$ cat src/rtl/lidar_feature_pkg.sv
// Shared types and constants for the LiDAR feature-extractor stages.
// Coordinates are signed Q16.16; the FSM encoding is used by the bounding-box accumulator.
package lidar_feature_pkg;

    localparam int COORD_W   = 32;
    localparam int FRAC_BITS = 16;
    localparam int NUM_AXES  = 3;

    typedef logic signed [COORD_W-1:0] coord_t;

    typedef struct packed {
        coord_t x;
        coord_t y;
        coord_t z;
    } point_t;

    typedef struct packed {
        coord_t min_x;
        coord_t min_y;
        coord_t min_z;
        coord_t max_x;
        coord_t max_y;
        coord_t max_z;
    } bbox_t;

    typedef enum logic [1:0] {
        ST_IDLE  = 2'd0,
        ST_ACCUM = 2'd1,
        ST_DONE  = 2'd2
    } acc_state_t;

endpackage

$ cat src/rtl/bbox_axis_update.sv
// Combinational min/max update for one axis; init seeds both bounds with the point.
module bbox_axis_update #(
    parameter int COORD_W = 32
) (
    input  logic signed [COORD_W-1:0] cur_min,
    input  logic signed [COORD_W-1:0] cur_max,
    input  logic signed [COORD_W-1:0] pt,
    input  logic                      init,
    output logic signed [COORD_W-1:0] nxt_min,
    output logic signed [COORD_W-1:0] nxt_max
);

    // Operands are all signed, so these are two's-complement compares.
    assign nxt_min = (init || (pt < cur_min)) ? pt : cur_min;
    assign nxt_max = (init || (pt > cur_max)) ? pt : cur_max;

endmodule

$ cat src/rtl/bounding_box_accumulator.sv
// Streams one cluster of points and emits its axis-aligned bounding box and point count.
// min/max registers track the running box; the result is valid only in DONE.
module bounding_box_accumulator #(
    parameter int COORD_W = 32,
    parameter int CNT_W   = 16
) (
    input  logic               clk,
    input  logic               rst_n,
    input  logic               clr,
    input  logic               pt_valid,
    output logic               pt_ready,
    input  logic [COORD_W-1:0] pt_x,
    input  logic [COORD_W-1:0] pt_y,
    input  logic [COORD_W-1:0] pt_z,
    input  logic               pt_last,
    output logic               bbox_valid,
    input  logic               bbox_ready,
    output logic [COORD_W-1:0] min_x,
    output logic [COORD_W-1:0] min_y,
    output logic [COORD_W-1:0] min_z,
    output logic [COORD_W-1:0] max_x,
    output logic [COORD_W-1:0] max_y,
    output logic [COORD_W-1:0] max_z,
    output logic [CNT_W-1:0]   point_count,
    output logic               count_sat
);

    import lidar_feature_pkg::*;

    localparam logic [CNT_W-1:0] CNT_MAX = {CNT_W{1'b1}};

    acc_state_t state_reg, state_next;
    logic [CNT_W-1:0] count_reg;
    logic             count_sat_reg;
    logic             accept;
    logic             init_pt;

    logic signed [COORD_W-1:0] pt_arr [NUM_AXES];
    logic signed [COORD_W-1:0] min_q  [NUM_AXES];
    logic signed [COORD_W-1:0] max_q  [NUM_AXES];

    assign pt_arr[0] = pt_x;
    assign pt_arr[1] = pt_y;
    assign pt_arr[2] = pt_z;

    // Gate with rst_n so the upstream never sees ready while reset is held.
    assign pt_ready   = rst_n && (state_reg != ST_DONE);
    assign bbox_valid = (state_reg == ST_DONE);
    assign accept     = pt_valid && pt_ready;
    assign init_pt    = (state_reg == ST_IDLE);

    always_ff @(posedge clk or negedge rst_n) begin
        if (!rst_n) begin
            state_reg <= ST_IDLE;
        end else begin
            state_reg <= state_next;
        end
    end

    always_comb begin
        state_next = state_reg;
        case (state_reg)
            ST_IDLE, ST_ACCUM: begin
                if (accept) begin
                    state_next = pt_last ? ST_DONE : ST_ACCUM;
                end
            end
            ST_DONE: begin
                if (bbox_ready) begin
                    state_next = ST_IDLE;
                end
            end
            default: state_next = ST_IDLE;
        endcase
        // Abort wins over any accept or result handshake in the same cycle.
        if (clr) begin
            state_next = ST_IDLE;
        end
    end

    always_ff @(posedge clk or negedge rst_n) begin
        if (!rst_n) begin
            count_reg     <= '0;
            count_sat_reg <= 1'b0;
        end else if (clr) begin
            count_reg     <= '0;
            count_sat_reg <= 1'b0;
        end else if (accept) begin
            if (init_pt) begin
                count_reg     <= {{(CNT_W-1){1'b0}}, 1'b1};
                count_sat_reg <= 1'b0;
            end else if (count_reg == CNT_MAX) begin
                count_sat_reg <= 1'b1;
            end else begin
                count_reg <= count_reg + 1'b1;
            end
        end
    end

    genvar gi;
    generate
        for (gi = 0; gi < NUM_AXES; gi++) begin : g_axis
            logic signed [COORD_W-1:0] min_reg, max_reg;
            logic signed [COORD_W-1:0] nxt_min, nxt_max;

            bbox_axis_update #(
                .COORD_W (COORD_W)
            ) u_upd (
                .cur_min (min_reg),
                .cur_max (max_reg),
                .pt      (pt_arr[gi]),
                .init    (init_pt),
                .nxt_min (nxt_min),
                .nxt_max (nxt_max)
            );

            // clr leaves the bounds untouched; only a kept point moves them.
            always_ff @(posedge clk or negedge rst_n) begin
                if (!rst_n) begin
                    min_reg <= '0;
                    max_reg <= '0;
                end else if (accept && !clr) begin
                    min_reg <= nxt_min;
                    max_reg <= nxt_max;
                end
            end

            assign min_q[gi] = min_reg;
            assign max_q[gi] = max_reg;
        end
    endgenerate

    assign min_x       = min_q[0];
    assign min_y       = min_q[1];
    assign min_z       = min_q[2];
    assign max_x       = max_q[0];
    assign max_y       = max_q[1];
    assign max_z       = max_q[2];
    assign point_count = count_reg;
    assign count_sat   = count_sat_reg;

endmodule

$ cat config.mk
export PLATFORM = sky130hd
export DESIGN_NAME = bounding_box_accumulator
export DESIGN_NICKNAME = d
export VERILOG_FILES = /design/src/rtl/lidar_feature_pkg.sv /design/src/rtl/bbox_axis_update.sv /design/src/rtl/bounding_box_accumulator.sv
export SDC_FILE = /design/constraint.sdc
export NUM_CORES = 1
export LEC_CHECK = 0
export ABC_AREA = 1
export CAP_MARGIN = 10
export CORE_MARGIN = 10
export CORE_UTILIZATION = 47
export DETAILED_ROUTE_END_ITERATION = 12
export PLACE_DENSITY = 0.79
export SLEW_MARGIN = 25
export SYNTH_ARGS = -nofsm -noshare
export SYNTH_HDL_FRONTEND = slang
export SYNTH_SLANG_ARGS = --single-unit
$ cat constraint.sdc
create_clock -name clk -period 1.9 [get_ports clk]
set_input_delay 0.38 -clock clk [delete_from_list [all_inputs] [get_ports clk]]
set_output_delay 0.38 -clock clk [all_outputs]
set_load 0.01 [all_outputs]
Word level (Yosys, flattened, before mapping)

Index checks and enable logic that the tools add are counted.

Register bits after elaboration: 211
Logic and storage cells: 59

Add/sub/neg operators: 1
Order comparisons: 6
Equal/unequal tests: 7
Multiplexer cells: 13
Reductions and logical operators: 23

Operators by type and width:

| kind                  | number |
|---|---|
| $gt 32x32->1          | 3 |
| $lt 32x32->1          | 3 |
| $mux 16               | 4 |
| $reduce_and 2->1      | 9 |
| $add 16x1->16 const B | 1 |
| $eq 16x16->1 const B  | 1 |
| $mux 2                | 4 |
| $logic_or 1x1->1      | 6 |
| $ne 3x2->1 const B    | 2 |
| $mux 1                | 4 |
| $pmux 2 s2            | 1 |
| $logic_and 1x1->1     | 3 |
| $ne 3x3->1 const B    | 1 |
| $reduce_bool 3->1     | 1 |
| $eq 2x1->1 const B    | 1 |
| $eq 2x2->1 const B    | 1 |
| $logic_not 2->1       | 1 |
| $ne 2x2->1 const B    | 1 |
| $reduce_bool 2->1     | 1 |
| $reduce_or 2->1       | 1 |
| $logic_not 1->1       | 1 |

Longest topological paths before layout

Depth after elaboration: 6
Depth in mapped cells: 21
Gate-level depth less buffers: 20

Hierarchy

From an unflattened synthesis, not the netlist that was laid out.

Cell total of the unflattened synthesis: 2085
Area total of the unflattened synthesis: 17454.2 um^2

Modules (own cells, without submodules):

| module                   | instances | cells each | area an instance (um^2) | sequential area each (um^2) |
|---|---|---|---|---|
| bounding_box_accumulator | 1         | 594        | 9196.3                  | 5280.1 |
| bbox_axis_update         | 3         | 497        | 2752.6                  | 0.0 |

Worst setup path after synthesis

No wires, ideal clock.

Path kind: flip-flop to flip-flop
Start point: reg g_axis[2].max_reg[31], in the netlist max_z[31]
End point: reg g_axis[2].max_reg[0], in the netlist max_z[0]
Library setup time: 0.117 ns
Data arrival time: 1.932 ns
Setup slack: -0.149 ns
Stages on the path, launching flop included: 17
Buffers on the path: 1
Period minus slack after synthesis: 2.049 ns
Cell sequence: dfrtp_1 -> inv_1 -> ha_1 -> nand2_1 -> nor2_1 -> nand2_1 -> nor3b_2 -> nand2_1 -> nand2_1 -> nand2_1 -> nand2_1 -> nand2_1 -> nand2_2 -> nand2_1 -> buf_2 -> nand2_1 -> nand2_1

Longest elaborated chain between the ends: 3

Ends and longest elaborated chain:

| element                           | RTL line                        | source |
|---|---|---|
| start: declaration                | bounding_box_accumulator.sv:103 | `logic signed [COORD_W-1:0] min_reg, max_reg;` |
| start signal: assignment          | bounding_box_accumulator.sv:124 | `max_reg <= nxt_max;` |
| $gt 32x32->1                      | bbox_axis_update.sv:15          | `assign nxt_max = (init \|\| (pt > cur_max)) ? pt : cur_max;` |
| $logic_or 1x1->1                  | bbox_axis_update.sv:15          |  |
| $reduce_and 2->1 (no source line) | --                              |  |

No other way between the ends.
A chain may end at the register's enable or synchronous reset.

Worst setup path in the final report

Start point: reg g_axis[2].min_reg[29], in the netlist min_z[29]
End point: reg g_axis[2].min_reg[25], in the netlist min_z[25]

Longest elaborated chain between the ends: 3

Ends and longest elaborated chain:

| element                           | RTL line                        | source |
|---|---|---|
| start: declaration                | bounding_box_accumulator.sv:103 |  |
| start signal: assignment          | bounding_box_accumulator.sv:123 | `min_reg <= nxt_min;` |
| $lt 32x32->1                      | bbox_axis_update.sv:14          | `assign nxt_min = (init \|\| (pt < cur_min)) ? pt : cur_min;` |
| $logic_or 1x1->1                  | bbox_axis_update.sv:14          |  |
| $reduce_and 2->1 (no source line) | --                              |  |

No other way between the ends.

==> run metrics <==
run status=finished with violations; violated checks=negative hold slack, negative setup slack; layout cells sized above 1=29.4%; count of flip-flops with a built-in enable after synthesis=0; CP Data Required Time=2.32 ns; # H-tree levels=1; Post-DP HPWL=approximately 36000 um; GRT overflow=0; Final Hold Viols=21; Leak=0.0117 uW; Total Wirelength=slightly below 60000 um; RD Place Congestion=slightly above 0.9; max cap viols=0; slew at the pin closest to its max-slew limit=0.996 ns; skew final=approximately 0.016 ns; DRT Pass-1 Iters=7; Root Driver=clkbuf_16; register bit total from synthesis=around 210; average size of a mapped cell=between 7 and 8 sq um; ys flop type=dfrtp_1; FFs w/ async S/R, synth=100%; count of input and output buffers=312; Via Count=around 16000; DIE AREA=0.0363 sq mm; Worst Setup Start Kind=flip-flop; Final ANT Viol Nets=0; largest net degree at the start of global routing=154; # rows=slightly above 60; Max VDD drop=around 0.9 mV; Area growth syn-to-layout=66.9%; combinational share of power=57.3%; Tot GR Track Use=about a quarter; CTS Buffer Depth=3; CTS tree=done; Mapped Area=between 0.01 and 0.015 sq mm; first-pass GRT wire length=78400 um; initial antenna violation count=4; Starting Density=between 40% and 50%; internal power=16900 uW; crit path max fanout=7; die width=approximately 190 um; clock sink count=~210; initial drt markers=about 1400; crit path kind=reg2reg; Distinct cells, synth=34; total power=between 20000 and 30000 uW; Core ar.=0.0287 sq mm; Mapped Nets=2086; Final Setup Violations=~380; path depth of the worst reg2reg path=14; fin nets=~2800; Synth Warn #=0; crit end category=flip-flop; post-layout minimum cycle time=2.34 ns; number of global-route vias before repair=15400; Synth Instances=1794; Switching Fraction=between 30 and 40%; Reg area=roughly 0.0053 sq mm; sequential share of power=24.0%; Avg Vias per Cell=around 5.6; Rel. slew slack=approximately a third; Final Max Tran Viols=0; DR WL/cell=around 20 um; WHS=-0.0741 ns; Hold Buf Count CTS=0; RSZ-0062 raised after global routing=yes; post-route setup slack=-0.445 ns; multi-input logic area=0.00863 sq mm; fill count=~1600; clock-pin slew on the worst setup and hold paths=0.06 ns; power per cell area=around 1200 mW/mm^2; worst min path class=in2async; Critical Path AT=between 2 and 3 ns; drt drc=0; Clk Latency, worst-skew pair=between 0.5 and 0.6 ns; Tcrit/Tclk final=123%; Switching Power=about 11000 uW; DP Worst Slack=-0.874 ns; share of total power in the clock network=18.7%; Boundary Pins=313; DIE HEIGHT=190 um; post-synthesis sequential area ratio=between 30% and 40%; fmax=427 MHz; Num CTS Buffers=26
[path summary, 6_finish.rpt]
kind | startpoint | end | slack, ns
max | min_z[29] | min_z[25] | -0.44
min | rst_n | min_y[8] | -0.07
max reg2reg | min_z[29] | min_z[25] | -0.44
min reg2reg | min_z[0] | min_z[0] | 0.51
max in group asynchronous | rst_n | max_x[23] | 1.15
min in group clk | pt_y[0] | max_y[0] | 0.19
[per-layer routing]
layer,global-route usage (%),up-vias,routed length (um)
met3,6.86,287,5850
met1,30.9,7651,20700
li1,-,7111,-
met4,9.18,4,3380
met2,45.2,994,28300
met5,0,-,24
[layout make-up]
cell class                 instances  share of cell area [%]
clock inverter                    10                   0.461
timing repair buffer             699                    28.7
inverter                         253                    4.18
clock buffer                      38                    3.46
antenna                            2                  0.0220
multi-input combinational       1273                    37.9
tap                              384                    2.11
sequential                       211                    23.2
[cells in the mapped netlist (4+ instances only)]
cell	instances	share of area (%)
nand2_1	608	17
inv_1	248	6.8
nand3_1	215	7.9
dfrtp_1	211	39
ha_1	190	17
a21oi_1	94	3.4
nor2_1	69	1.9
buf_2	30	1.1
o21ai_0	27	0.99
nand4_1	18	0.83
clkbuf_1	16	0.44
nor3_1	9	0.33
buf_4	8	0.44
a21o_1	5	0.28
o21a_1	5	0.28
inv_2	4	0.11
nor3b_1	4	0.22
o211ai_1	4	0.22
[placed cells by master, fill, tap and decap left out, types with 9 or more instances in the layout]
cell type	count
o21ai_1	10
nand3_2	10
a21oi_2	27
clkbuf_16	39
dlygate4sd2_1	13
nand2_4	44
dlymetal6s2s_1	19
dfrtp_1	211
inv_2	20
ha_4	43
inv_1	232
nand2_2	108
a21oi_1	65
nand2_1	458
nor2_2	19
buf_4	347
ha_1	147
nand3_1	204
o21ai_0	18
nor2_1	46
clkdlybuf4s50_1	279
buf_12	17
nand4_1	18
buf_6	9
[power groups by stage]
stage / combinational (uW) / clock [uW] / sequential (uW)
2_1_floorplan: 4710 / 0 / 7520
3_3_place_gp: 12700 / 0 / 6600
3_5_place_dp: 13200 / 0 / 6670
4_1_cts: 13600 / 5210 / 6620
5_1_grt: 17200 / 5430 / 6840
6_report: 16000 / 5230 / 6710
[critical path, cell delays in order (launching register included)]
cell	delay (ns)
dfrtp_1	0.35
inv_1	0.11
ha_4	0.32
nand2_4	0.07
nor4_4	0.29
inv_1	0.11
nor2_2	0.17
nand2_2	0.09
nand2_2	0.07
nand2_2	0.07
nand3_4	0.11
nand2_4	0.11
clkbuf_16	0.19
nand2_1	0.08
nand2_1	0.07
[stage by stage]
stage          util (%)  cell area, sq um  std cells  setup TNS (ns)
3_3_place_gp       69.2             19900       2776         -136.79
2_1_floorplan         -             13800       1794           -4.34
3_5_place_dp       69.2             19900       2776         -150.07
5_1_grt            79.4             22800       2870          -99.64
4_1_cts            73.1             21000       2827          -40.51
6_report           79.4             22800       2870          -73.47
[cells by family (layout without fill, tap and decap cells)]
group	after synthesis	after routing	synth area share, %
flip-flops	211	211	38.7
adder cells (fa/ha/maj)	190	190	17.4
XOR/XNOR	1	1	0.0642
AND/OR/NAND/NOR	942	942	29.2
buffers and inverters	310	1000	9.04
other	0	2	0
AO/OA/AOI/OAI	140	140	5.59
[timing repair]
item,CTS,global route
buffers inserted,3,26
gates resized for setup,56,316
cloned,0,15
setup endpoints to repair,386,399
pin swaps,10,78
Power figures use the tool's default switching activity.
